$ cat src/rtl/adc_seq.sv
// adc_seq: round-robin sequencer sharing one ADC among several requesters; returns channel-tagged codes.
// Build macro ADC_SEQ_AVG_EN: four conversions per grant, result is their truncated average.
module adc_seq #(
    parameter int channels     = 4,
    parameter int bits         = 8,
    parameter int conv_latency = 2
) (
    input  logic                        clk,
    input  logic                        rst,
    input  logic [channels-1:0]         req,
    output logic [channels-1:0]         grant,
    output logic [$clog2(channels)-1:0] sel,
    output logic                        adc_clk,
    input  logic [bits-1:0]             adc_data,
    output logic [bits-1:0]             result,
    output logic                        done,
    output logic [$clog2(channels)-1:0] done_ch,
    output logic                        busy
);
    localparam int SEL_W = $clog2(channels);
    localparam int CNT_W = $clog2(conv_latency + 1);
    localparam logic [CNT_W-1:0] CNT_LOAD = CNT_W'(conv_latency);

    typedef enum logic [1:0] {IDLE, SETTLE, CONV, WAIT} state_t;

    state_t              r_state;
    state_t              w_state_next;
    logic [channels-1:0] r_req_smp;
    logic [SEL_W-1:0]    r_ptr;
    logic [SEL_W-1:0]    r_sel;
    logic [SEL_W-1:0]    r_done_ch;
    logic [channels-1:0] r_grant;
    logic                r_adc_clk;
    logic                r_busy;
    logic                r_done;
    logic [bits-1:0]     r_result;
    logic [CNT_W-1:0]    r_cnt;

    logic [SEL_W:0]      w_cand;
    logic [SEL_W-1:0]    w_win;
    logic [SEL_W-1:0]    w_ptr_inc;
    logic                w_any;
    logic                w_accept;
    logic                w_expire;
    logic                w_last;
    logic [channels-1:0] w_grant_next;
    logic                w_busy_next;
    logic                w_adc_clk_next;
    logic                w_done_next;
    logic [bits-1:0]     w_result_next;
    logic [bits-1:0]     w_code;

    // Scan downward from the pointer's farthest neighbour so the nearest requester is kept last.
    always_comb begin
        w_cand = '0;
        w_win  = '0;
        for (int i = channels - 1; i >= 0; i--) begin
            w_cand = {1'b0, r_ptr} + (SEL_W+1)'(i);
            if (w_cand >= (SEL_W+1)'(channels)) begin
                w_cand = w_cand - (SEL_W+1)'(channels);
            end
            if (r_req_smp[w_cand[SEL_W-1:0]]) begin
                w_win = w_cand[SEL_W-1:0];
            end
        end
    end

    assign w_any     = |r_req_smp;
    assign w_accept  = (r_state == IDLE) && w_any;
    assign w_ptr_inc = (w_win == SEL_W'(channels - 1)) ? '0 : w_win + SEL_W'(1);
    assign w_expire  = (r_state == WAIT) && (r_cnt == CNT_W'(1));

`ifdef ADC_SEQ_AVG_EN
    logic [bits+1:0] r_acc;
    logic [1:0]      r_nconv;
    logic [bits+1:0] w_acc_sum;

    assign w_acc_sum = r_acc + {2'b00, adc_data};
    assign w_last    = (r_nconv == 2'd3);
    assign w_code    = w_acc_sum[bits+1:2];

    always_ff @(posedge clk or posedge rst) begin
        if (rst) begin
            r_acc   <= '0;
            r_nconv <= '0;
        end else if (w_accept) begin
            r_acc   <= '0;
            r_nconv <= '0;
        end else if (w_expire) begin
            r_acc   <= w_acc_sum;
            r_nconv <= r_nconv + 2'd1;
        end
    end
`else
    assign w_last = 1'b1;
    assign w_code = adc_data;
`endif

    always_ff @(posedge clk or posedge rst) begin
        if (rst) begin
            r_state <= IDLE;
        end else begin
            r_state <= w_state_next;
        end
    end

    always_comb begin
        w_state_next = r_state;
        case (r_state)
            IDLE:    if (w_any) w_state_next = SETTLE;
            SETTLE:  w_state_next = CONV;
            CONV:    w_state_next = WAIT;
            WAIT:    if (w_expire) w_state_next = w_last ? IDLE : CONV;
            default: w_state_next = IDLE;
        endcase
    end

    // Outputs are decoded from the next state and registered, so adc_clk is a clean flop output.
    always_comb begin
        w_grant_next   = '0;
        w_busy_next    = (w_state_next != IDLE);
        w_adc_clk_next = (w_state_next == CONV);
        w_done_next    = w_expire && w_last;
        w_result_next  = r_result;
        if (w_accept) begin
            w_grant_next[w_win] = 1'b1;
        end
        if (w_done_next) begin
            w_result_next = w_code;
        end
    end

    always_ff @(posedge clk or posedge rst) begin
        if (rst) begin
            r_req_smp <= '0;
            r_ptr     <= '0;
            r_sel     <= '0;
            r_done_ch <= '0;
            r_grant   <= '0;
            r_adc_clk <= 1'b0;
            r_busy    <= 1'b0;
            r_done    <= 1'b0;
            r_result  <= '0;
            r_cnt     <= '0;
        end else begin
            r_req_smp <= (r_state == IDLE) ? req : '0;
            r_grant   <= w_grant_next;
            r_adc_clk <= w_adc_clk_next;
            r_busy    <= w_busy_next;
            r_done    <= w_done_next;
            r_result  <= w_result_next;
            if (w_accept) begin
                r_sel <= w_win;
                r_ptr <= w_ptr_inc;
            end
            if (r_state == CONV) begin
                r_cnt <= CNT_LOAD;
            end else if (r_state == WAIT && r_cnt != '0) begin
                r_cnt <= r_cnt - CNT_W'(1);
            end
            if (w_done_next) begin
                r_done_ch <= r_sel;
            end
        end
    end

    assign grant   = r_grant;
    assign sel     = r_sel;
    assign adc_clk = r_adc_clk;
    assign result  = r_result;
    assign done    = r_done;
    assign done_ch = r_done_ch;
    assign busy    = r_busy;
endmodule

$ cat config.mk
export PLATFORM = sky130hd
export DESIGN_NAME = adc_seq
export DESIGN_NICKNAME = d
export VERILOG_FILES = /design/src/rtl/adc_seq.sv
export SDC_FILE = /design/constraint.sdc
export NUM_CORES = 1
export LEC_CHECK = 0
export ABC_CLOCK_PERIOD_IN_PS = 1600
export CAP_MARGIN = 20
export CORE_ASPECT_RATIO = 0.9
export CORE_MARGIN = 2
export CORE_UTILIZATION = 54
export CTS_CLUSTER_SIZE = 24
export DETAILED_ROUTE_END_ITERATION = 7
export DONT_BUFFER_PORTS = 1
export PLACE_DENSITY = 0.79
export REMOVE_ABC_BUFFERS = 1
export SLEW_MARGIN = 0
export SYNTH_ARGS = -nofsm -noshare
export SYNTH_HDL_FRONTEND = slang
export SYNTH_SLANG_ARGS = --single-unit
$ cat constraint.sdc
create_clock -name clk -period 1.6 [get_ports clk]
set_input_delay 0.32 -clock clk [delete_from_list [all_inputs] [get_ports clk]]
set_output_delay 0.32 -clock clk [all_outputs]
set_load 0.05 [all_outputs]
==> run_results.csv, run 1 <==
group,metric,value,unit
clock_tree,cts_buffer_depth,2,
global_routing,grt.total_usage,0.215,
setup_path,worstPathArrival,1.81,ns
setup_path,critPathSlowestCell,"dfrtp_2",
pwr,p_leak,0.725,nW
layout,num_antenna_cells,0,
layout,final_nets,157,
place,place_congestion,0.750,
route,drtAntennaViolNets,0,
global_routing,met3_usage,0.0667,
route,drt-wirelength-per-cell,15.2,um
pwr,total_power,0.00290,W
floorplan,die_area,0.00275,mm2
route,via_count,910,
sta,hold_viol_final,0,
place,port_buffers,0,
logic_synthesis,yosysWarnings,0,
logic_synthesis,ys_seq_area_frac,0.573,
floorplan,core_area,0.00220,mm2
route,viasPerCell,5.55,
global_routing,use_met2,0.355,
clock_tree,cts_max_level,2,
clock_tree,cts-buffers-inserted,5,
min_path,min_path_type,"in -> reg",
clock_tree,clock_sinks,29,
floorplan,die_y,50.0,um
route,drc,0,
pwr,vdd_drop_max,1450,uV
layout,layout-drive-gt1-share,0.212,
min_path,hold_depth,2,
logic_synthesis,avgSynthCellArea,10.4,um2
sta,drv_slew,0,
sta,slew_headroom,0.659,
clock_tree,cts_tree,"yes",
sta,setup_viol,0,
route,routed_wl,2500,um
route,drt-initial-drc-count,7,
setup_path,worstSetupStartpointType,"flip-flop",
clock_tree,clock_latency,0.33,ns
sta,rsz0062_at_grt,"true",
setup_path,r2r_cells,5,
setup_path,required,1.82,ns
run,max-cap-violations,0,
setup_path,path_depth,5,
setup_path,crit_buf_inv,0,
layout,multi_input_area,518,um2
floorplan,initial_core_util,0.576,
setup_path,critPathCaptureType,"flip-flop",
global_routing,grt-busiest-layer,"met2",
sta,finalCritPeriodShare,0.996,
layout,layout.area.seq,727,um2
place,place_ws,-0.0355,ns
global_routing,antenna_found_initial,0,
global_routing,use_met1,0.227,
setup_path,crit_family,"flip-flops",
layout,nFillCells,185,
global_routing,overflow,0,
clock_tree,cts.clk_slew.worst_paths,0.09,ns
clock_tree,clockRootBuffer,"clkbuf_4",
run_status,outcome,"complete, no violations",
sta,tightest_slew,0.512,ns
global_routing,grt_pass1_vias,919,
setup_path,cp_max_fo,5,
sta,holdWs,0.0892,ns
sta,setup_slack,0.00700,ns
layout,syn_to_final_growth,14.6,%
global_routing,grt_max_degree,23,
floorplan,top_level_ports,33,
logic_synthesis,synth_area,0.00127,mm2
floorplan,die_w,55.1,um
logic_synthesis,yosysUniqueCellTypes,30,
logic_synthesis,syn_inst,122,
route,dr.pass1.iters,6,
setup_path,ff2ff_setup_slack,0.007,ns
sta,final.min_clock_period,1.59,ns
place,post-dp-hpwl,1770,um
sta,worst_clock_skew,0.00374,ns
floorplan,rows,16,
setup_path,max_stage_delay,0.43,ns
logic_synthesis,ys_ff_latch,29,
global_routing,grt_first_pass_wirelength,4040,um
setup_path,crit_chain,"nand2_1, a311oi_2, nor2_1, ha_1, mux2_2",
pwr,power.density,1990,mW/mm2
sta,timing.fmax,628,MHz
setup_path,path_class,"reg -> reg",
[layout by cell type (no fill, tap or decap), types with 2 or more instances in the layout]
cell and count:
nand2_1 34, dfrtp_1 28, buf_4 11, and2_1 8, inv_1 7, ha_1 6, nor2_1 5, clkbuf_4 5
o21ai_0 3, a21oi_1 2, a21oi_2 2, nand2b_1 2
[where the power goes]
group	switching, W	total, W	internal (W)
Combinational	0.000369	0.000662	0.000292
Sequential	0.000809	0.00179	0.000977
Clock	0.000242	0.000449	0.000207
[flip-flops by register name, indices dropped and copies added, names as in the netlist]
| register | flops |
|---|---|
| result | 8 |
| grant | 4 |
| r_req_smp | 4 |
| done_ch | 2 |
| r_cnt | 2 |
| r_ptr | 2 |
| r_state | 2 |
| sel | 2 |
| adc_clk | 1 |
| busy | 1 |
| done | 1 |
[path summary, 6_finish.rpt]
check                                      from                    end
max                        r_ptr[1]$_DFFE_PP0P_   r_ptr[1]$_DFFE_PP0P_
min                                 adc_data[2]  result[2]$_DFFE_PP0P_
max reg2reg                r_ptr[1]$_DFFE_PP0P_   r_ptr[1]$_DFFE_PP0P_
min reg2reg                r_cnt[1]$_DFFE_PP0P_   r_cnt[1]$_DFFE_PP0P_
max in group asynchronous                   rst   r_ptr[1]$_DFFE_PP0P_
min in group asynchronous                   rst         done$_DFF_PP0_
[layer usage]
layer / part of all wire / wire length [um]
met3: 0.065 / 162
met4: 0.017 / 43
met5: 0 / 0
met2: 0.53 / 1310
met1: 0.39 / 979
[logic make-up (layout without fill, tap and decap cells)]
logic type	after synthesis	in the layout	synth area share
simple gates	60	60	0.234
flops	29	29	0.573
compound gates	15	15	0.0800
buf+inv	11	26	0.0454
fa+ha+maj	6	6	0.0592
mux	1	1	0.00888
[cells in the mapped netlist]
library cell	n	area (um2)
a21oi_1	4	20.0
buf_6	2	22.5
o41a_1	1	11.3
nand3_1	1	5.00
nor3b_1	1	7.51
a41oi_1	1	8.76
clkbuf_1	1	3.75
nor2_1	5	18.8
ha_1	6	75.1
o22ai_1	1	6.26
nor2_4	1	11.3
nor3_1	1	5.00
nor4_4	1	21.3
nand2_1	34	128
o21a_1	1	7.51
o41ai_1	1	8.76
a311oi_1	1	8.76
or3_1	1	6.26
mux2_2	1	11.3
o31ai_1	1	7.51
o21ai_0	3	15.0
and2_1	8	50.1
nor2b_1	2	12.5
buf_2	1	5.00
inv_1	7	26.3
o21bai_1	1	7.51
dfrtp_1	29	726
or2_2	1	6.26
nand2b_1	3	18.8
or2_1	1	6.26
[through the flow]
step	std cells	utilization	area (um2)	TNS, ns
after detailed placement	156	0.614	1350	-0.0355
final	164	0.660	1450	0
after CTS	164	0.651	1430	0
after global placement	156	0.614	1350	0
after floorplan	118	-	1240	-0.0269
after global routing	164	0.660	1450	-0.0710
[what timing repair did]
item / in CTS / in global routing
gates resized for setup: 3 / 5
hold buffers: 1 / 0
setup buffers: 0 / 0
cloned: 0 / 0
endpoints found under the setup margin: 1 / 3
hold endpoints to repair: 7 / 0
pin swaps: 0 / 4
[final cells by class]
cell class                 instances  area share
sequential                        29       0.500
inverter                           7      0.0181
tap                               27      0.0233
timing repair buffer              12      0.0637
clock buffer                       7      0.0379
multi-input combinational         82       0.357
(Power assumes the default switching activity.)
==> inputs of run 2 (changes only) <==
--- a/config.mk
+++ b/config.mk
@@ -9,11 +9,11 @@
 export CAP_MARGIN = 20
 export CORE_ASPECT_RATIO = 0.9
 export CORE_MARGIN = 2
-export CORE_UTILIZATION = 54
+export CORE_UTILIZATION = 40
 export CTS_CLUSTER_SIZE = 24
 export DETAILED_ROUTE_END_ITERATION = 7
 export DONT_BUFFER_PORTS = 1
-export PLACE_DENSITY = 0.79
+export PLACE_DENSITY = 0.63
 export REMOVE_ABC_BUFFERS = 1
 export SLEW_MARGIN = 0
 export SYNTH_ARGS = -nofsm -noshare
==> run 2 against run 1 <==
Sequential share of layout area decreased by 0.89 points. Die area increased by 32%. Combinational power increased by 0.9%. Cell count increased by 9.8%. Clock skew decreased by 0.0015 ns. Global-route usage decreased by 6.5 points. First-iteration DRC count increased to 3.6 times the previous value. Non-clock buffer count increased by 1. Total power decreased by 0.75%.
==> run_results.csv, run 2 (synthesis results as in run 1) <==
group,metric,value,unit
sta,rsz0062_at_grt,"true",
place,place_area,0.00137,mm2
floorplan,die_area,0.00364,mm2
floorplan,rows,19,
global_routing,grt_max_degree,24,
place,port_buffers,0,
route,viasPerCell,4.86,
floorplan,core_area,0.00304,mm2
sta,final.min_clock_period,1.53,ns
layout,layout-drive-gt1-share,0.217,
clock_tree,cts-buffers-inserted,5,
global_routing,overflow,0,
pwr,vdd_drop_max,902,uV
floorplan,top_level_ports,33,
layout,nFillCells,316,
floorplan,die_y,57.4,um
layout,num_antenna_cells,0,
setup_path,critPathCaptureType,"flip-flop",
clock_tree,cts_max_level,2,
sta,setup_viol,0,
setup_path,required,1.81,ns
global_routing,antenna_found_initial,0,
sta,slew_headroom,0.655,
sta,hold_viol_final,0,
run_status,outcome,"complete, no violations",
layout,finish.instance_area,0.00148,mm2
sta,timing.fmax,655,MHz
sta,tightest_slew,0.517,ns
clock_tree,cts_buffer_depth,2,
sta,drv_slew,0,
layout,final_common_cell,"nand2_1",
setup_path,critPathSlowestCell,"dfrtp_1",
sta,worst_clock_skew,0.00219,ns
clock_tree,clock_latency,0.32,ns
global_routing,grt_pass1_vias,871,
setup_path,worstPathArrival,1.73,ns
setup_path,worstSetupStartpointType,"flip-flop",
setup_path,crit_chain,"nor2b_1, o21a_1, nor3_2, ha_1, mux2_2",
setup_path,path_class,"reg -> reg",
min_path,min_path_type,"in -> reg",
place,place_congestion,0.876,
place,post-dp-hpwl,1690,um
layout,syn_to_final_growth,16.7,%
clock_tree,cts.clk_slew.worst_paths,0.08,ns
layout,post-route-util,0.486,
global_routing,grt_first_pass_wirelength,4100,um
route,drc,0,
sta,finalCritPeriodShare,0.954,
layout,layout_common_cells,"34 x nand2_1, 28 x dfrtp_1, 12 x buf_4",
run,max-cap-violations,0,
floorplan,die_w,63.3,um
clock_tree,cts_tree,"yes",
pwr,p_leak,0.729,nW
route,drt-initial-drc-count,25,
setup_path,max_stage_delay,0.40,ns
clock_tree,clock_sinks,29,
route,drt-wirelength-per-cell,12.6,um
layout,final_nets,158,
route,via_count,874,
route,dr.pass1.iters,4,
route,drtAntennaViolNets,0,
clock_tree,clockRootBuffer,"clkbuf_4",
route,routed_wl,2260,um
setup_path,cp_max_fo,3,
pwr,total_power,0.00288,W
layout,largest_reg_flops,8,
global_routing,grt.total_usage,0.150,
floorplan,initial_core_util,0.417,
pwr,power.density,1940,mW/mm2
==> run 2: layout make-up <==
cell class	instances	area, um2	share of cell area
flip-flops and latches	29	727	0.492
multi-input cells	82	518	0.350
repair buffers	13	100	0.0677
clock buffers	7	55.1	0.0372
well taps	42	52.6	0.0355
inverters	7	26.3	0.0178
==> run 2: through the flow <==
step           TNS (ns)  worst slack (ns)  cells  hold WS [ns]
4_1_cts               0            0.0120    179        0.0873
3_3_place_gp          0            0.0246    171         0.133
6_report              0            0.0738    180         0.105
3_5_place_dp    -0.0643           -0.0643    171         0.140
2_1_floorplan   -0.0269           -0.0269    118         0.398
5_1_grt         -0.0491           -0.0280    180        0.0907
==> run 2: worst paths after layout <==
check | from | end | slack, ns | depth (start not counted)
setup / recovery | r_req_smp[0]$_DFF_PP0_ | r_ptr[1]$_DFFE_PP0P_ | 0.07 | 5
hold / removal | adc_data[7] | result[7]$_DFFE_PP0P_ | 0.11 | 2
setup reg to reg | r_req_smp[0]$_DFF_PP0_ | r_ptr[1]$_DFFE_PP0P_ | 0.07 | 5
hold reg to reg | r_cnt[1]$_DFFE_PP0P_ | r_cnt[1]$_DFFE_PP0P_ | 0.58 | 2
max in group asynchronous | rst | r_req_smp[3]$_DFF_PP0_ | 0.67 | 3
min in group asynchronous | rst | done_ch[0]$_DFFE_PP0P_ | 0.35 | 2
==> run 2: timing repair <==
item / CTS / global route
resized for setup: 2 / 6
pin swaps: 0 / 4
hold endpoints to repair: 6 / 0
setup endpoints to repair: 1 / 3
setup buffers: 0 / 1
hold buffers: 1 / 0
==> run 2: routing by layer <==
layer / up-vias / part of all wire / track usage
met5: - / 0 / 0
met4: 0 / 0.031 / 0.112
met3: 8 / 0.069 / 0.0493
met2: 28 / 0.48 / 0.233
met1: 412 / 0.41 / 0.175
li1: 426 / - / -
==> run 2: power by group <==
group,switching [W],total (W),internal (W)
logic,0.000364,0.000668,0.000304
registers,0.000800,0.00178,0.000975
clock network,0.000225,0.000432,0.000207
==> run 2: critical path: cells and delay by family (launching register included) <==
kind	cells	cell delay [ns]
AO/OA/AOI/OAI	1	0.22
adder cells (fa/ha/maj)	1	0.25
AND/OR/NAND/NOR	2	0.29
flip-flops	1	0.40
multiplexers	1	0.25
==> RTL edit 1, RTL diff (config.mk and constraints of run 2) <==
Re-encode `state_t` (4 states) as one-hot, 4 bits wide.
--- a/src/rtl/adc_seq.sv
+++ b/src/rtl/adc_seq.sv
@@ -21,7 +21,7 @@
     localparam int CNT_W = $clog2(conv_latency + 1);
     localparam logic [CNT_W-1:0] CNT_LOAD = CNT_W'(conv_latency);
 
-    typedef enum logic [1:0] {IDLE, SETTLE, CONV, WAIT} state_t;
+    typedef enum logic [3:0] {IDLE = 4'b0001, SETTLE = 4'b0010, CONV = 4'b0100, WAIT = 4'b1000} state_t;
 
     state_t              r_state;
     state_t              w_state_next;
Check against the original RTL: same outputs for any inputs over 10 cycles, from zero or initial values and one cycle with rst high; not proved beyond that.
==> RTL edit 1 against run 2 <==
- the run now ends with setup timing left
- sequential cell count up 2
- wire length up 20%
- die area up 8.6%
- non-clock buffer count up 10
- via count up 4.8%
- setup slack worse by 0.12 ns
- fmax down 7.5%
- synthesized area up 9.2%
- design area up 19%
- cell count down 2.2%
- largest cell class unchanged
Power is not compared: it rests on default switching activity, and its combinational part moved more than twofold at a synthesized area within 25%.
==> RTL edit 1: results (changes against run 2) <==
stage,metric,value,unit,change
cts,total CTS buffers,5,,unchanged
cts,worst skew pair latency,0.28,ns,-0.04 ns
logic_synthesis,most frequent cell after synthesis,dfrtp_1,,
logic_synthesis,Cell variety after synth,30,,unchanged
global_routing,global-route wire length before repair,4300,um,+4.9%
logic_synthesis,area share of xor/xnor cells in the synthesized design,0.00633,,+0.00633
pwr,LEAKAGE,0.867,nW,
logic_synthesis,post-synthesis compound-gate area fraction,0.0669,,-0.0131
detailed_routing,final WL,2700,um,+20%
placed_design,"Cell Area, Placed",1510,sq um,+10%
detailed_routing,via count,916,,+4.8%
sta,final setup vio count,7,,+7
critical_path,crit path DAT,1.81,ns,+0.08 ns
cells_and_area,max reg flops,8,,unchanged
logic_synthesis,synth cell count leaders,"30 x dfrtp_1, 9 x inv_1, 8 x and2_1, 7 x mux2_2, 6 x ha_1",,
logic_synthesis,Post-synth EDFFs,0,,unchanged
hold_path,Min-Delay Path Class,in -> reg,,
sta,slack of the critical path,-0.0491,ns,-0.123 ns
sta,Slew HR,0.655,,about the same
critical_path,CP Max Fanout,7,,+4
sta,skew final,0.00768,ns,+0.00549 ns
logic_synthesis,Adder-Cell Fraction of Synth Area,0.0542,,-0.00498
placed_design,DP Wirelength,1770,um,+4.5%
sta,total negative slack,-0.264,ns,-0.264 ns
logic_synthesis,synth top area cells,"dfrtp_1 54%, mux2_2 5.7%, ha_1 5.4%",,
detailed_routing,drt first pass iters,4,,unchanged
cts,CTS Buffer Depth,2,,unchanged
run_status,status,"complete, but fails checks",,
placed_design,Setup WS pre-CTS,-0.0760,ns,-0.0117 ns
logic_synthesis,Yosys Warn Count,0,,unchanged
run_status,failing checks,setup timing,,
global_routing,vias in the first global route,932,,+7.0%
pwr,VDD IR max,0.783,mV,
placed_design,gpl congestion,0.654,,-25%
logic_synthesis,sequential fraction of the synthesis area,0.561,,-0.0111
logic_synthesis,Synth async-reset ratio,1.00,,unchanged
sta,final hold viol count,0,,unchanged
logic_synthesis,proportion of synthesized area in mux cells,0.126,,+0.117
cells_and_area,Total Nets Final,152,,-3.8%
detailed_routing,Detailed Route Iter0 Violations,46,,+84%
global_routing,largest net degree at the start of global routing,25,,+4.2%
global_routing,GR Util All Layers,0.150,,about the same
cts,CTS Root Cell,clkbuf_8,,
cells_and_area,layout cell share with drive strength beyond 1,0.424,,+0.207
placed_design,IO buf count,0,,unchanged
cts,H-tree depth,2,,unchanged
[RTL edit 1: cell count changes after synthesis, sizes merged, moves of 2 or more]
cell | before | now
mux2 | 1 | 12
nor4b | 0 | 3
buf | 3 | 6
nand2b | 3 | 1
mux2i | 0 | 2
nand2 | 34 | 2
nor3 | 1 | 3
or2 | 2 | 0
nor2 | 6 | 2
inv | 7 | 9
[RTL edit 1: where the power goes]
| group | switching [mW] | internal, mW | total [mW] |
|---|---|---|---|
| clock | 0.280 | 0.337 | 0.617 |
| combinational | 0.587 | 0.876 | 1.46 |
| sequential | 0.708 | 1.05 | 1.76 |
| total | 1.58 | 2.26 | 3.84 |
[RTL edit 1: final cells by class]
type / count / area [sq um]
multi-input cells: 62 / 611
fillers: 292 / 1600
repair buffers: 23 / 191
clock buffers: 6 / 82.6
clock inverters: 1 / 5.00
flip-flops and latches: 31 / 778
well taps: 44 / 55.1
inverters: 9 / 33.8
[RTL edit 1: logic make-up after synthesis]
family                   after synthesis
AO/OA/AOI/OAI                         14
XOR/XNOR                               1
adder cells (fa/ha/maj)                6
buffers and inverters                 15
flip-flops                            31
multiplexers                          14
AND/OR/NAND/NOR                       26
[RTL edit 1: worst paths after layout]
| kind | cells past startpoint | startpoint | end | slack [ns] |
|---|---|---|---|---|
| max reg2reg | 5 | r_cnt[1] | result[7] | -0.05 |
| min in group asynchronous | 2 | rst | adc_clk | 0.47 |
| min reg2reg | 1 | r_ptr[0] | r_ptr[0] | 0.61 |
| max in group asynchronous | 3 | rst | grant[3] | 0.68 |
| min | 1 | req[1] | r_req_smp[1] | 0.16 |
| max | 5 | r_cnt[1] | result[7] | -0.05 |
[RTL edit 1: critical path, cell delays in order, from the launching register on]
cell and delay (ns):
dfrtp_1 0.40, inv_2 0.09, ha_4 0.14, nand2_4 0.05, or4_4 0.51, mux2_4 0.33
[RTL edit 1: per-layer routing]
metal  up-vias  track usage  part of all wire  wire (um)
met5         -            0                 0          0
met4         0       0.0671             0.013         36
met3         5       0.0753              0.11        291
met2        44        0.238              0.46       1240
met1       451        0.172              0.42       1140
li1        416            -                 -          -
[RTL edit 1: timing repair]
| action | 4_1_cts | 5_1_grt |
|---|---|---|
| hold buffers | 1 | 0 |
| gates cloned | 1 | 0 |
| hold endpoints to repair | 6 | 0 |
| setup buffers | 4 | 3 |
| gates resized for setup | 9 | 12 |
| pin swaps | 2 | 4 |
| endpoints found under the setup margin | 13 | 17 |
[RTL edit 1: per-stage QoR]
stage	instances	hold WS, ns
floorplan	101	0.423
global placement	160	0.196
detailed placement	160	0.207
CTS	173	0.151
global route	176	0.146
finish	176	0.160
==> RTL edit 2, RTL diff (config.mk and constraints of run 2) <==
Made on the original files. `channels`: 4 -> 2.
--- a/src/rtl/adc_seq.sv
+++ b/src/rtl/adc_seq.sv
@@ -1,7 +1,7 @@
 // adc_seq: round-robin sequencer sharing one ADC among several requesters; returns channel-tagged codes.
 // Build macro ADC_SEQ_AVG_EN: four conversions per grant, result is their truncated average.
 module adc_seq #(
-    parameter int channels     = 4,
+    parameter int channels     = 2,
     parameter int bits         = 8,
     parameter int conv_latency = 2
 ) (
Ports: changed (resized done_ch, grant, req and sel); port bits go from 33 to 27. The function was not compared with the original's and may differ.
==> RTL edit 2 against run 2 <==
- wire length down 33%
- synthesized cell count down 48%
- via count is 44% lower
- sequential cell count is 7 lower
- fmax grew 10%
- die area down 27%
- highest routed layer unchanged
- synthesized area shrank 29%
- cell count decreased by 48%
- setup slack gained 0.14 ns
- design area is 35% lower
Power is not shown: default switching activity piles up to over one toggle a cycle in this logic, so the estimate is an artifact.
==> RTL edit 2: results (changes against run 2) <==
stage,metric,value,unit,change
run_status,status,completed,,
logic_synthesis,sequential fraction of the synthesis area,0.612,,+0.0394
cts,clk slew on worst S/H paths,0.11,ns,+0.03 ns
sta,final hold slack,0.144,ns,+0.0384 ns
cells_and_area,layout cell share with drive strength beyond 1,0.239,,+0.0214
detailed_routing,via count,491,,-44%
detailed_routing,wire length per cell,16.1,um,+28%
cts,H-tree depth,1,,-1
critical_path,Reg2Reg Depth,4,,-1
hold_path,Min-Delay Path Class,in -> reg,,
logic_synthesis,Cell variety after synth,23,,-23%
logic_synthesis,synth cell count leaders,"22 x dfrtp_1, 7 x mux2_4, 4 x inv_1, 3 x and2_1, 3 x nor2_1",,
cells_and_area,max reg flops,8,,unchanged
logic_synthesis,Synth async-reset ratio,1.00,,unchanged
placed_design,"Cell Area, Placed",928,sq um,-32%
cts,CTS Root Cell,clkbuf_4,,
hold_path,Hold Path Stages,1,,-1
detailed_routing,drt first pass iters,4,,unchanged
global_routing,initial antenna violation count,0,,unchanged
cts,post-CTS setup buffer count,0,,unchanged
cts,total CTS buffers,3,,-2
logic_synthesis,Yosys Warn Count,0,,unchanged
cts,post-CTS resize count,0,,-2
logic_synthesis,top_reg_cell synth,dfrtp_1,,
sta,skew final,0.00288,ns,+0.000687 ns
detailed_routing,Detailed Route Iter0 Violations,7,,-72%
logic_synthesis,synth top area cells,"dfrtp_1 61%, mux2_4 12%, ha_1 2.8%",,
critical_path,crit path DAT,1.58,ns,-0.15 ns
critical_path,Worst path max stage delay,0.39,ns,
global_routing,GR Util All Layers,0.138,,-0.0128
placed_design,DP Wirelength,1010,um,-40%
placed_design,gpl congestion,0.665,,-24%
sta,Slew HR,0.656,,+0.000750
critical_path,CP Max Fanout,12,,+9
placed_design,Setup WS pre-CTS,0.234,ns,+0.298 ns
cts,worst skew pair latency,0.30,ns,-0.02 ns
cells_and_area,Total Nets Final,83,,-47%
sta,final worst-path cycle share,0.866,,-0.0875
global_routing,global-route wire length before repair,2530,um,-38%
critical_path,"Slowest-stage cell, CP",dfrtp_1,,
cells_and_area,# fillers,202,,-36%
global_routing,largest net degree at the start of global routing,23,,-4.2%
critical_path,flop2flop setup slack,0.21,ns,+0.14 ns
-- RTL edit 2: kinds of logic after synthesis --
logic type / share of synthesized area
adder cells (fa/ha/maj): 0.0278
AO/OA/AOI/OAI: 0.0626
AND/OR/NAND/NOR: 0.108
flip-flops: 0.612
buffers and inverters: 0.0473
multiplexers: 0.142
-- RTL edit 2: worst max-delay path: cells and delay by family, from the launching register on --
kind | cells | cell delay [ns]
DFF | 1 | 0.39
muxes | 1 | 0.35
and+or+nand+nor | 1 | 0.31
adders and majority gates | 1 | 0.16
buffers and inverters | 1 | 0.08
-- RTL edit 2: layer usage --
metal,global-route usage,wire length [um],share of wire,up-vias
met3,0.0675,94,0.062,2
li1,-,-,-,220
met4,0.0500,27,0.018,0
met2,0.195,710,0.47,20
met5,0,0,0,-
met1,0.180,682,0.45,249
-- RTL edit 2: worst paths after layout --
kind / from / endpoint
setup / recovery: r_cnt[1] / result[0]
hold / removal: req[1] / r_req_smp[1]
setup reg to reg: r_cnt[1] / result[0]
hold reg to reg: r_cnt[1] / r_cnt[1]
max in group asynchronous: rst / result[1]
min in group asynchronous: rst / result[4]
-- RTL edit 2: cell type report --
| cell class | count | area [sq um] | area share |
|---|---|---|---|
| clock buffers | 3 | 22.5 | 0.0234 |
| inverters | 4 | 15.0 | 0.0156 |
| multi-input cells | 34 | 307 | 0.319 |
| flip-flops and latches | 22 | 551 | 0.573 |
| well taps | 27 | 33.8 | 0.0352 |
| repair buffers | 4 | 32.5 | 0.0339 |
-- RTL edit 2: metrics by stage --
stage / util / instances
after global routing: 0.444 / 94
after detailed placement: 0.429 / 90
final: 0.444 / 94
after CTS: 0.444 / 94
after floorplan: - / 60
after global placement: 0.429 / 90
